<file path="src/rtl/bus_arbiter_pkg.sv">
// bus_arbiter_pkg
//   Shared constants and types for the master-side bus arbiter.
//   BUS_MASTER_0..7 : master index constants
//   BUS_MASTER_CH   : maximum number of master channels supported
//   BUS_OWNER_W     : owner index width wide enough for BUS_MASTER_CH
//   ENABLE/DISABLE  : single-bit enable levels
//   arb_state_t     : arbiter FSM state type
package bus_arbiter_pkg;

    localparam int unsigned BUS_MASTER_0  = 0;
    localparam int unsigned BUS_MASTER_1  = 1;
    localparam int unsigned BUS_MASTER_2  = 2;
    localparam int unsigned BUS_MASTER_3  = 3;
    localparam int unsigned BUS_MASTER_4  = 4;
    localparam int unsigned BUS_MASTER_5  = 5;
    localparam int unsigned BUS_MASTER_6  = 6;
    localparam int unsigned BUS_MASTER_7  = 7;
    localparam int unsigned BUS_MASTER_CH = 8;
    localparam int unsigned BUS_OWNER_W   = 3;

    localparam logic ENABLE  = 1'b1;
    localparam logic DISABLE = 1'b0;

    typedef enum logic {
        ARB_IDLE,
        ARB_OWNED
    } arb_state_t;

endpackage

</file>
<file path="src/rtl/bus_arbiter_if.sv">
// bus_arbiter_if
//   Groups the arbiter request/grant signals.
//   m_req    : per-master request (driven by masters)
//   m_grnt   : one-hot grant (driven by arbiter)
//   owner    : index of granted master, valid while bus_busy
//   bus_busy : any grant active
//   preempt  : one-cycle pulse when a grant is revoked by hold expiry
//   Modports: slave (arbiter side), master (requester side).
interface bus_arbiter_if #(
    parameter int unsigned NUM_MASTERS = 4,
    parameter int unsigned IDX_W       = 2
);
    logic [NUM_MASTERS-1:0] m_req;
    logic [NUM_MASTERS-1:0] m_grnt;
    logic [IDX_W-1:0]       owner;
    logic                   bus_busy;
    logic                   preempt;

    modport slave  (input  m_req, output m_grnt, output owner, output bus_busy, output preempt);
    modport master (output m_req, input  m_grnt, input  owner, input  bus_busy, input  preempt);
endinterface

</file>
<file path="src/rtl/bus_arbiter_rr_pick.sv">
// bus_arbiter_rr_pick
//   Combinational round-robin priority picker.
//   i_req    : request vector
//   i_start  : first index to examine; scan proceeds upward, wrapping modulo N
//   o_winner : index of the first set request found
//   o_found  : 1 when any request is set
module bus_arbiter_rr_pick #(
    parameter int unsigned N = 4,
    parameter int unsigned W = 2
) (
    input  logic [N-1:0] i_req,
    input  logic [W-1:0] i_start,
    output logic [W-1:0] o_winner,
    output logic         o_found
);

    int unsigned w_idx;

    always_comb begin
        o_winner = '0;
        o_found  = 1'b0;
        w_idx    = 0;
        for (int unsigned k = 0; k < N; k++) begin
            w_idx = int'(i_start) + k;
            if (w_idx >= N) begin
                w_idx = w_idx - N;
            end
            if (!o_found && i_req[W'(w_idx)]) begin
                o_found  = 1'b1;
                o_winner = W'(w_idx);
            end
        end
    end

endmodule

</file>
<file path="src/rtl/bus_arbiter.sv">
// bus_arbiter
//   Round-robin bus arbiter with registered one-hot grant and optional
//   hold limit that forces hand-off when other masters are waiting.
//   clk     : system clock
//   reset_n : asynchronous active-low reset
//   bus     : bus_arbiter_if.slave (m_req in; m_grnt, owner, bus_busy,
//             preempt out)
module bus_arbiter
    import bus_arbiter_pkg::*;
#(
    parameter int unsigned NUM_MASTERS = 4,
    parameter int unsigned IDX_W       = 2,
    parameter int unsigned MAX_HOLD    = 16,
    parameter int unsigned HOLD_W      = 5
) (
    input  logic          clk,
    input  logic          reset_n,
    bus_arbiter_if.slave  bus
);

    localparam logic [HOLD_W-1:0] HOLD_LAST = HOLD_W'((MAX_HOLD == 0) ? 0 : MAX_HOLD - 1);
    // Unlimited hold: counter just saturates at its maximum.
    localparam logic [HOLD_W-1:0] HOLD_SAT  = (MAX_HOLD == 0) ? '1 : HOLD_LAST;

    arb_state_t             r_state;
    logic [NUM_MASTERS-1:0] r_grnt;
    logic [IDX_W-1:0]       r_owner;
    logic [IDX_W-1:0]       r_ptr;
    logic [HOLD_W-1:0]      r_hold;
    logic                   r_preempt;

    logic [IDX_W-1:0]       w_start;
    logic [NUM_MASTERS-1:0] w_scan_req;
    logic [IDX_W-1:0]       w_win;
    logic                   w_found;
    logic                   w_owner_req;
    logic                   w_hold_exp;
    logic [NUM_MASTERS-1:0] w_new_grnt;

    assign w_start     = (r_ptr == IDX_W'(NUM_MASTERS - 1)) ? '0 : r_ptr + 1'b1;
    // While owned, the owner is masked out so "found" means another master waits.
    assign w_scan_req  = (r_state == ARB_OWNED) ? (bus.m_req & ~r_grnt) : bus.m_req;
    assign w_owner_req = bus.m_req[r_owner];
    assign w_hold_exp  = (MAX_HOLD != 0) && (r_hold == HOLD_LAST);
    assign w_new_grnt  = NUM_MASTERS'(1) << w_win;

    bus_arbiter_rr_pick #(
        .N (NUM_MASTERS),
        .W (IDX_W)
    ) u_pick (
        .i_req    (w_scan_req),
        .i_start  (w_start),
        .o_winner (w_win),
        .o_found  (w_found)
    );

    always_ff @(posedge clk or negedge reset_n) begin
        if (!reset_n) begin
            r_state   <= ARB_IDLE;
            r_grnt    <= '0;
            r_owner   <= '0;
            r_ptr     <= IDX_W'(NUM_MASTERS - 1);
            r_hold    <= '0;
            r_preempt <= DISABLE;
        end else begin
            r_preempt <= DISABLE;
            case (r_state)
                ARB_IDLE: begin
                    if (w_found) begin
                        r_state <= ARB_OWNED;
                        r_grnt  <= w_new_grnt;
                        r_owner <= w_win;
                        r_ptr   <= w_win;
                        r_hold  <= '0;
                    end
                end
                ARB_OWNED: begin
                    if (w_owner_req) begin
                        if (w_hold_exp && w_found) begin
                            r_grnt    <= w_new_grnt;
                            r_owner   <= w_win;
                            r_ptr     <= w_win;
                            r_hold    <= '0;
                            r_preempt <= ENABLE;
                        end else if (r_hold != HOLD_SAT) begin
                            r_hold <= r_hold + 1'b1;
                        end
                    end else if (w_found) begin
                        r_grnt  <= w_new_grnt;
                        r_owner <= w_win;
                        r_ptr   <= w_win;
                        r_hold  <= '0;
                    end else begin
                        r_state <= ARB_IDLE;
                        r_grnt  <= '0;
                        r_hold  <= '0;
                    end
                end
                default: begin
                    r_state <= ARB_IDLE;
                    r_grnt  <= '0;
                end
            endcase
        end
    end

    assign bus.m_grnt   = r_grnt;
    assign bus.owner    = r_owner;
    assign bus.bus_busy = |r_grnt;
    assign bus.preempt  = r_preempt;

endmodule

</file>
<file path="src/flat_wrapper.sv">
// flat-port wrapper written by rule: the top's interface ports become plain ports
module bus_arbiter_flat import bus_arbiter_pkg::*;
#(
    parameter int unsigned NUM_MASTERS = 4,
    parameter int unsigned IDX_W       = 2,
    parameter int unsigned MAX_HOLD    = 16,
    parameter int unsigned HOLD_W      = 5
)
  (clk, reset_n, bus_m_req, bus_m_grnt, bus_owner, bus_bus_busy, bus_preempt);
  bus_arbiter_if #(.NUM_MASTERS(NUM_MASTERS), .IDX_W(IDX_W)) bus_i ();
  input  logic clk;
  input  logic reset_n;
  input wire logic [$bits(bus_i.m_req)-1:0] bus_m_req;
  output wire logic [$bits(bus_i.m_grnt)-1:0] bus_m_grnt;
  output wire logic [$bits(bus_i.owner)-1:0] bus_owner;
  output wire logic [$bits(bus_i.bus_busy)-1:0] bus_bus_busy;
  output wire logic [$bits(bus_i.preempt)-1:0] bus_preempt;
  assign bus_i.m_req = bus_m_req;
  assign bus_m_grnt = bus_i.m_grnt;
  assign bus_owner = bus_i.owner;
  assign bus_bus_busy = bus_i.bus_busy;
  assign bus_preempt = bus_i.preempt;
  bus_arbiter #(.NUM_MASTERS(NUM_MASTERS), .IDX_W(IDX_W), .MAX_HOLD(MAX_HOLD), .HOLD_W(HOLD_W)) u_core (.clk(clk), .reset_n(reset_n), .bus(bus_i));
endmodule
</file>
<file path="config.mk">
export PLATFORM = sky130hd
export DESIGN_NAME = bus_arbiter_flat
export DESIGN_NICKNAME = d
export VERILOG_FILES = /design/src/rtl/bus_arbiter_pkg.sv /design/src/rtl/bus_arbiter_if.sv /design/src/rtl/bus_arbiter_rr_pick.sv /design/src/rtl/bus_arbiter.sv /design/src/flat_wrapper.sv
export SDC_FILE = /design/constraint.sdc
export NUM_CORES = 1
export LEC_CHECK = 0
export ABC_AREA = 1
export CORE_MARGIN = 1.5
export CORE_UTILIZATION = 53
export CTS_CLUSTER_SIZE = 12
export DETAILED_ROUTE_END_ITERATION = 6
export PLACE_DENSITY = 0.76
export SETUP_SLACK_MARGIN = 0.3
export SYNTH_ARGS = -nofsm -noshare
export SYNTH_HDL_FRONTEND = slang
export SYNTH_SLANG_ARGS = --single-unit
export TNS_END_PERCENT = 10
</file>
<file path="constraint.sdc">
create_clock -name clk -period 2.3 [get_ports clk]
set_input_delay 0.345 -clock clk [delete_from_list [all_inputs] [get_ports clk]]
set_output_delay 0.345 -clock clk [all_outputs]
set_load 0.01 [all_outputs]
</file>
# Word-level counts from Yosys, hierarchy flattened
# Cells that the tools add are included.
# word_totals
reg_bits,15
inputBits,6
elab_cells,91
# classes
add_sub_neg,9
n_lt_le_gt_ge,9
n_eq_ne,6
n_shift,1
mux,47
bitwise,3
n_reduce_logical,10
# ops
operator,n
$mux W2,14
$mux W4,5
$mux W5,4
$lt A2 B3 Y1 const B,5
$mux W1,14
$bmux W1 S2,5
$pmux W5 S2,1
$ge A3 B3 Y1 const B,3
$pmux W2 S2,2
$pmux W4 S2,1
$sub A2 B1 Y2 const B,4
$add A2 B2 Y3 const B,2
$add A5 B1 Y5 const B,1
$eq A5 B4 Y1 const B,1
$ne A5 B4 Y1 const B,1
$and A4 B4 Y4,1
$logic_and A1 B1 Y1,4
$ne A4 B4 Y1 const B,1
$not A4 Y4,1
$reduce_and A2 Y1,2
$reduce_or A4 Y1,1
$shl A1 B2 Y4 const A,1
$add A2 B1 Y3 const B,1
$ge A2 B3 Y1 const B,1
7 further kinds,9

# Logic depth before layout (Yosys ltp)
# Gate-level depths: netlist (run 1).
# depth
word_depth,20
depth_mapped,16
ltp_nobuf,15

# Modules after synthesis
# Synthesis (run 1) repeated with hierarchy kept, for this count alone.
# hier_totals
cells_unflattened,174
area_unflattened_um2,1248.7
# modules_own_cells
mod,instances,cells_per_inst,area_per_inst_um2
bus_arbiter,1,115,929.6
bus_arbiter_rr_pick,1,59,319.1

# Least setup slack after synthesis (run 1)
# OpenSTA, ideal clock, no wires.
# synth_path
path_kind,reg2reg
start,register u_core.r_ptr[0]
end,register u_core.r_hold[1]
setup_ns,0.076
t_arrival_ns,2.002
t_required_ns,2.224
path_slack_ns,0.222
path_stages_with_launch,13
n_path_buf,0
period_less_slack_ns,2.078
path_cell_list,dfstp_2 > ha_1 > inv_1 > nand2_1 > nand2_1 > nand2_2 > nand2_4 > nand3_4 > nor2_8 > nand2_4 > o21ai_4 > nand2_1 > o21ai_1
# synth_via
elab_chain_len,20
word_cells_on_any_way,43
classes_between,add/sub (8); order compare (4); eq/ne (3); mux (20); reduce/logical (8)
# synth_rtl
item,line_no,source
start: declaration,bus_arbiter.sv:28,logic [IDX_W-1:0] r_ptr;
start signal: assignment,bus_arbiter.sv:62,r_ptr <= IDX_W'(NUM_MASTERS - 1);
start signal: assignment,bus_arbiter.sv:73,r_ptr <= w_win;
start signal: assignment,bus_arbiter.sv:82,r_ptr <= w_win;
$add A2 B1 Y2 or $eq A2 B2 Y1 (tied branches),bus_arbiter.sv:40,assign w_start = (r_ptr == IDX_W'(NUM_MASTERS - 1)) ? '0 : r_ptr + 1'b1;
$mux W2 *,bus_arbiter.sv:40,
branches (longest 13 deep; another with $add A2 B1 Y3),n/a,
$mux W1 *,bus_arbiter_rr_pick.sv:28,if (!o_found && i_req[W'(w_idx)]) begin
$logic_and A1 B1 Y1,bus_arbiter.sv:79,if (w_hold_exp && w_found) begin
$mux W5,bus_arbiter.sv:79,
$mux W5,bus_arbiter.sv:78,if (w_owner_req) begin
$pmux W5 S2,bus_arbiter.sv:67,case (r_state)
end signal: assignment,bus_arbiter.sv:86,r_hold <= r_hold + 1'b1;
end: declaration,bus_arbiter.sv:29,logic [HOLD_W-1:0] r_hold;
# Every way passes the cells marked *. The select of a mux whose other input is x is not followed.
# A chain may end at the register's enable or synchronous reset.

# Worst setup path after layout (run 1)
# layout_path
start,register u_core.r_ptr[0]
end,register u_core.r_hold[4]
# Same word-level chain as after synthesis.

==> flow_metrics.tcl, run 1 <==
set metrics [dict create \
    max_freq_mhz 486.0 \
    hold_class "in -> async" \
    ys_ff_latch 15 \
    synthXorXnorAreaFrac 0.007353 \
    synth_area_um2 1191 \
    mostFrequentLayoutCells "nand2_1, nand3_1, nand2_2" \
    synth_edf_count 0 \
    hold_viol_final 0 \
    first_global_vias 1043 \
    drc 0 \
    synth_nets 189 \
    syn2layout_area_growth_pct 26.89 \
    setup_viol_count_final 0 \
    gp_congestion 0.8823 \
    synth.avg_cell_area_um2 6.581 \
    layout_setup_ws_ns 0.2422 \
    fin_crit_ns 2.058 \
    synth_top_family_by_area "simple AND/OR/NAND/NOR gates" \
    ys_seq_area_frac 0.3172 \
    grt_use_total 0.2348 \
    first_iter_violations 36 \
    cts_buffer_depth 2 \
    synthMuxAreaShare 0 \
    worst_setup_path_start_kind "flip-flop" \
    use_met2 0.4057 \
    period_share 0.8947 \
    htree_levels 1 \
    cts_num_sinks 15 \
    grt_use_met3 0.03571 \
    synth_flop_cell "dfrtp_1" \
    busiest_layer "met2" \
    cts_tree "built" \
    cts_root_buf "clkbuf_4" \
    finalSetupTns_ns 0 \
    nFillCells 182 \
    clock_latency_ns 0.28 \
    drv_slew 0 \
    fp.dieW_um 50.41 \
    max_stage_delay_ns 0.56 \
    drive_above_1_share 0.2404 \
    synth_warnings 0 \
    worstPathArrival_ns 2.27 \
    crit_fanout 8 \
    synth_compound_area_frac 0.06408 \
    antenna_found_initial 0 \
    maxCapViolCount 0 \
    portBuffers 13 \
    run_status "finished clean" \
    met1_usage 0.3096 \
    rsz0062_at_grt "true" \
    slew_headroom 0.5534 \
    core_area_um2 2042 \
    ios 14 \
    nets 217 \
    diodes 0 \
    grt_pass1_wl_um 4609 \
    wl_um 2899 \
    layout_commonest_cell "nand2_1" \
    die_h_um 50.41 \
    detail-route-antenna-nets 0 \
    synth-adder-area-share 0.02101 \
    cp.required_ns 2.52 \
    dieArea_um2 2541 \
    synth_simple_gate_area_frac 0.5431 \
    grt_max_degree 16 \
    syn_inst 181 \
    hpwl_um 2190 \
    routedWlPerCell_um 12.34 \
    initial_core_util 0.5833 \
    vias 1253 \
    numCtsBuffers 3 \
    path_cells "ha_4 > inv_2 > nand2_4 > nand2_2 > nand2_2 > nand2_2 > nand2_4 > nand3_4 > nor2_8 > nand2_4 > o21ai_4 > nand2_1 > o21ai_1" \
    worstSetupPathType "reg -> reg" \
    post_drt_via_cell_ratio 5.332 \
    fin_skew_ns 0.002203 \
    clk_pin_slew_ns 0.09 \
    async_reset_ff_frac 1.000 \
    cp_slowest_cell "dfstp_2" \
    path_delay_family "simple AND/OR/NAND/NOR gates" \
    path_buf_inv 1 \
    dr.pass1.iters 4 \
    place_ws_ns 0.1459 \
    rows 16 \
    cp-end-kind "flip-flop" \
    ctsHoldBuffers 0 \
    grt_overflow_total 0 \
    yosysUniqueCellTypes 24 \
    tightestPinTransition_ns 0.6678 \
]
[worst register-to-register path, cell delays in order, from the launching register on]
cell	delay, ns
dfstp_2	0.56
ha_4	0.16
inv_2	0.06
nand2_4	0.11
nand2_2	0.06
nand2_2	0.10
nand2_2	0.07
nand2_4	0.10
nand3_4	0.11
nor2_8	0.17
nand2_4	0.07
o21ai_4	0.25
nand2_1	0.09
o21ai_1	0.08
[layout make-up]
cell class | count | area [µm²] | share of cell area
Clock buffer | 4 | 26.28 | 0.01738
Sequential cell | 15 | 377.9 | 0.2500
Timing Repair Buffer | 23 | 205.2 | 0.1358
Inverter | 12 | 50.05 | 0.03311
Tap cell | 27 | 33.78 | 0.02235
Multi-Input combinational cell | 154 | 818.3 | 0.5414
[registers in the layout (all words and copies together) (netlist names)]
name and count:
u_core.r_state 1, u_core.bus.preempt 1, u_core.r_ptr 2, u_core.r_hold 5, u_core.bus.m_grnt 4, u_core.bus.owner 2
[repair_timing]
item | 4_1_cts | 5_1_grt
endpoints found under the setup margin | 14 | 14
buffers inserted | 1 | 6
cloned | 0 | 1
resized for setup | 5 | 11
pin swaps | 2 | 12
[Yosys cell counts, types with 2 or more instances]
master,n,share of area
nand4_1,5,0.026
nand2_4,3,0.028
ha_1,2,0.021
inv_2,2,0.0063
nor2_1,9,0.028
a21oi_1,2,0.0084
nand2_1,83,0.26
dfrtp_1,13,0.27
dfstp_2,2,0.044
o21ai_0,4,0.017
nand3_1,20,0.084
inv_1,10,0.032
nor2_2,2,0.011
nand2_2,9,0.047
o21ai_1,6,0.025
[kinds of logic (layout without fill, tap and decap cells)]
group / Yosys count / after routing
flip-flops: 15 / 15
AND/OR/NAND/NOR: 137 / 138
adder cells (fa/ha/maj): 2 / 2
AO/OA/AOI/OAI: 13 / 13
buffers and inverters: 13 / 39
XOR/XNOR: 1 / 1
[final timing paths]
path                                                   start                                to  slack [ns]  depth (start not counted)
worst min-delay path                                 reset_n  u_core.bus.m_grnt[1]$_DFFE_PN0P_        0.46                          1
worst min register to register  u_core.r_hold[1]$_DFFE_PN0P_      u_core.r_hold[1]$_DFFE_PN0P_        0.53                          2
min in group clk                u_core.r_hold[1]$_DFFE_PN0P_      u_core.r_hold[1]$_DFFE_PN0P_        0.53                          2
worst max-delay path             u_core.r_ptr[0]$_DFFE_PN1P_      u_core.r_hold[4]$_DFFE_PN0P_        0.24                         13
max in group asynchronous                            reset_n   u_core.bus.owner[0]$_DFFE_PN0P_        1.41                          1
worst max register to register   u_core.r_ptr[0]$_DFFE_PN1P_      u_core.r_hold[4]$_DFFE_PN0P_        0.24                         13
[layer usage]
layer	share of wire	vias to the layer above
li1	-	643
met1	0.44	575
met2	0.51	31
met3	0.041	4
met4	0.0072	0
met5	0	-
[through the flow]
step	hold WS [ns]	instances	utilization	instance area (µm²)
global route	0.5204	235	0.7402	1511
finish	0.4588	235	0.7402	1511
detailed placement	0.4891	223	0.6765	1381
global placement	0.4874	223	0.6765	1381
floorplan	0.04941	181	-	1206
CTS	0.4842	228	0.6991	1428
Power of run 1 is not shown: default switching activity piles up to over one toggle a cycle in this logic, so the estimate is an artifact.
==> run 2, diff against run 1 <==
CELL_PAD_IN_SITES_DETAIL_PLACEMENT = 1   (was default)
CELL_PAD_IN_SITES_GLOBAL_PLACEMENT = 2   (was default)
CORE_UTILIZATION = 30   (was 53)
PLACE_DENSITY = default   (was 0.76)
PLACE_DENSITY_LB_ADDON = 0.1   (was default)
REMOVE_ABC_BUFFERS = 1   (was default)
==> flow_metrics.tcl, run 2 (synthesized netlist as in run 1, its figures left out) <==
set metrics [dict create \
    run_status "finished clean" \
    ctsHoldBuffers 0 \
    cts_buffer_depth 2 \
    final_cells 262 \
    first_iter_violations 42 \
    cts_root_buf "clkbuf_8" \
    clk_pin_slew_ns 0.07 \
    rsz0062_at_grt "true" \
    drive_above_1_share 0.2757 \
    ios 14 \
    period_share 0.8815 \
    setup_viol_count_final 0 \
    critical_path.startpoint "u_core.bus.m_grnt[0]$_DFFE_PN0P_" \
    r2r_slack_ns 0.29 \
    core_area_um2 3744 \
    portBuffers 13 \
    worstPathArrival_ns 1.68 \
    grt_use_total 0.1889 \
    timing.rr.start "u_core.r_ptr[0]$_DFFE_PN1P_" \
    wl_um 3705 \
    nets 223 \
    path_cells "or4_1 > clkdlybuf4s50_1" \
    grt_max_degree 16 \
    hold_viol_final 0 \
    hold_class "in -> async" \
    crit_end "bus_bus_busy" \
    slew_headroom 0.5445 \
    syn2layout_area_growth_pct 37.50 \
    dieArea_um2 4357 \
    fin_crit_ns 2.028 \
    numCtsBuffers 3 \
    maxCapViolCount 0 \
    antenna_found_initial 0 \
    place_ws_ns 0.07227 \
    cp-end-kind "output port" \
    diodes 0 \
    gp_congestion 0.7718 \
    largest_reg_flops 5 \
    die_h_um 66.01 \
    fin_skew_ns 0.004632 \
    tightestPinTransition_ns 0.6811 \
    numPlacedInstances 247 \
    top_register "u_core.r_hold" \
    layout_setup_ws_ns 0.2725 \
    worst_setup_path_start_kind "flip-flop" \
    reg2regPathDepth 12 \
    cts_num_sinks 15 \
    first_global_vias 1358 \
    finalSetupTns_ns 0 \
    max_freq_mhz 493.2 \
    regToRegEndpoint "u_core.bus.owner[0]$_DFFE_PN0P_" \
    vias 1268 \
    drc 0 \
    fp.dieW_um 66.01 \
    drv_slew 0 \
    rows 22 \
    grt_pass1_wl_um 6327 \
    initial_core_util 0.3182 \
    hpwl_um 2810 \
    layout_commonest_cell "nand2_1" \
    htree_levels 1 \
    worstSetupPathType "reg -> out" \
    cts_tree "built" \
    cp_slowest_cell "or4_1" \
    post_drt_via_cell_ratio 4.840 \
    max_stage_delay_ns 0.53 \
    routedWlPerCell_um 14.14 \
    mostFrequentLayoutCells "nand2_1, nand3_1, nand2_2, buf_4" \
    detail-route-antenna-nets 0 \
    crit_fanout 4 \
    grt_overflow_total 0 \
    clock_latency_ns 0.25 \
    dr.pass1.iters 4 \
    cp.required_ns 1.96 \
]
## run 2: cell types whose count changed in the layout (fill, tap and decap cells not counted), sizes merged
cell,before,now
buf,10,17
clkbuf,4,3
clkinv,0,1
nand2,96,95
## run 2: how the worst min path moves through the flow
stage / slack, ns / cells after the start / endpoint
after floorplan: 0.05 / 0 / u_core.bus.m_grnt[0]$_DFFE_PN0P_
after global placement: 0.48 / 2 / u_core.r_ptr[1]$_DFFE_PN1P_
after detailed placement: 0.48 / 2 / u_core.r_ptr[1]$_DFFE_PN1P_
after CTS: 0.52 / 2 / u_core.r_hold[4]$_DFFE_PN0P_
after global routing: 0.57 / 1 / u_core.r_hold[4]$_DFFE_PN0P_
final: 0.50 / 1 / u_core.r_hold[4]$_DFFE_PN0P_
## run 2: timing repair
item                                    4_1_cts  5_1_grt
buffers inserted                              7        4
endpoints found under the setup margin       14       14
pin swaps                                    12       15
resized for setup                            16       11
## run 2: per-stage QoR
stage / cell area, µm² / hold slack [ns] / utilization
3_3_place_gp: 1415 / 0.4751 / 0.3780
2_1_floorplan: 1180 / 0.04941 / -
5_1_grt: 1638 / 0.5715 / 0.4375
4_1_cts: 1563 / 0.5237 / 0.4174
6_report: 1638 / 0.5023 / 0.4375
3_5_place_dp: 1415 / 0.4771 / 0.3780
## run 2: metal layers
metal | global-route usage | vias to the layer above | wire, µm | share of wire
li1 | - | 647 | - | -
met1 | 0.2395 | 595 | 1732 | 0.47
met2 | 0.3396 | 19 | 1807 | 0.49
met3 | 0.02215 | 7 | 100 | 0.027
met4 | 0.04592 | 0 | 63 | 0.017
met5 | 0 | - | 0 | 0
## run 2: area by class of cell
type                            instances  area (µm²)
Multi-Input combinational cell        153       838.3
Timing Repair Buffer                   30       265.3
Fill cell                             498        2106
Clock inverter                          1       5.005
Clock buffer                            3       41.29
Tap cell                               48       60.06
Inverter                               12       50.05
Sequential cell                        15       377.9
## run 2: worst max-delay path, delay by kind of cell (launching register included)
| family | cells | cell delay [ns] |
|---|---|---|
| simple gates | 1 | 0.53 |
| buf+inv | 1 | 0.49 |
| flops | 1 | 0.41 |
Power of run 2 is left out for the same reason.
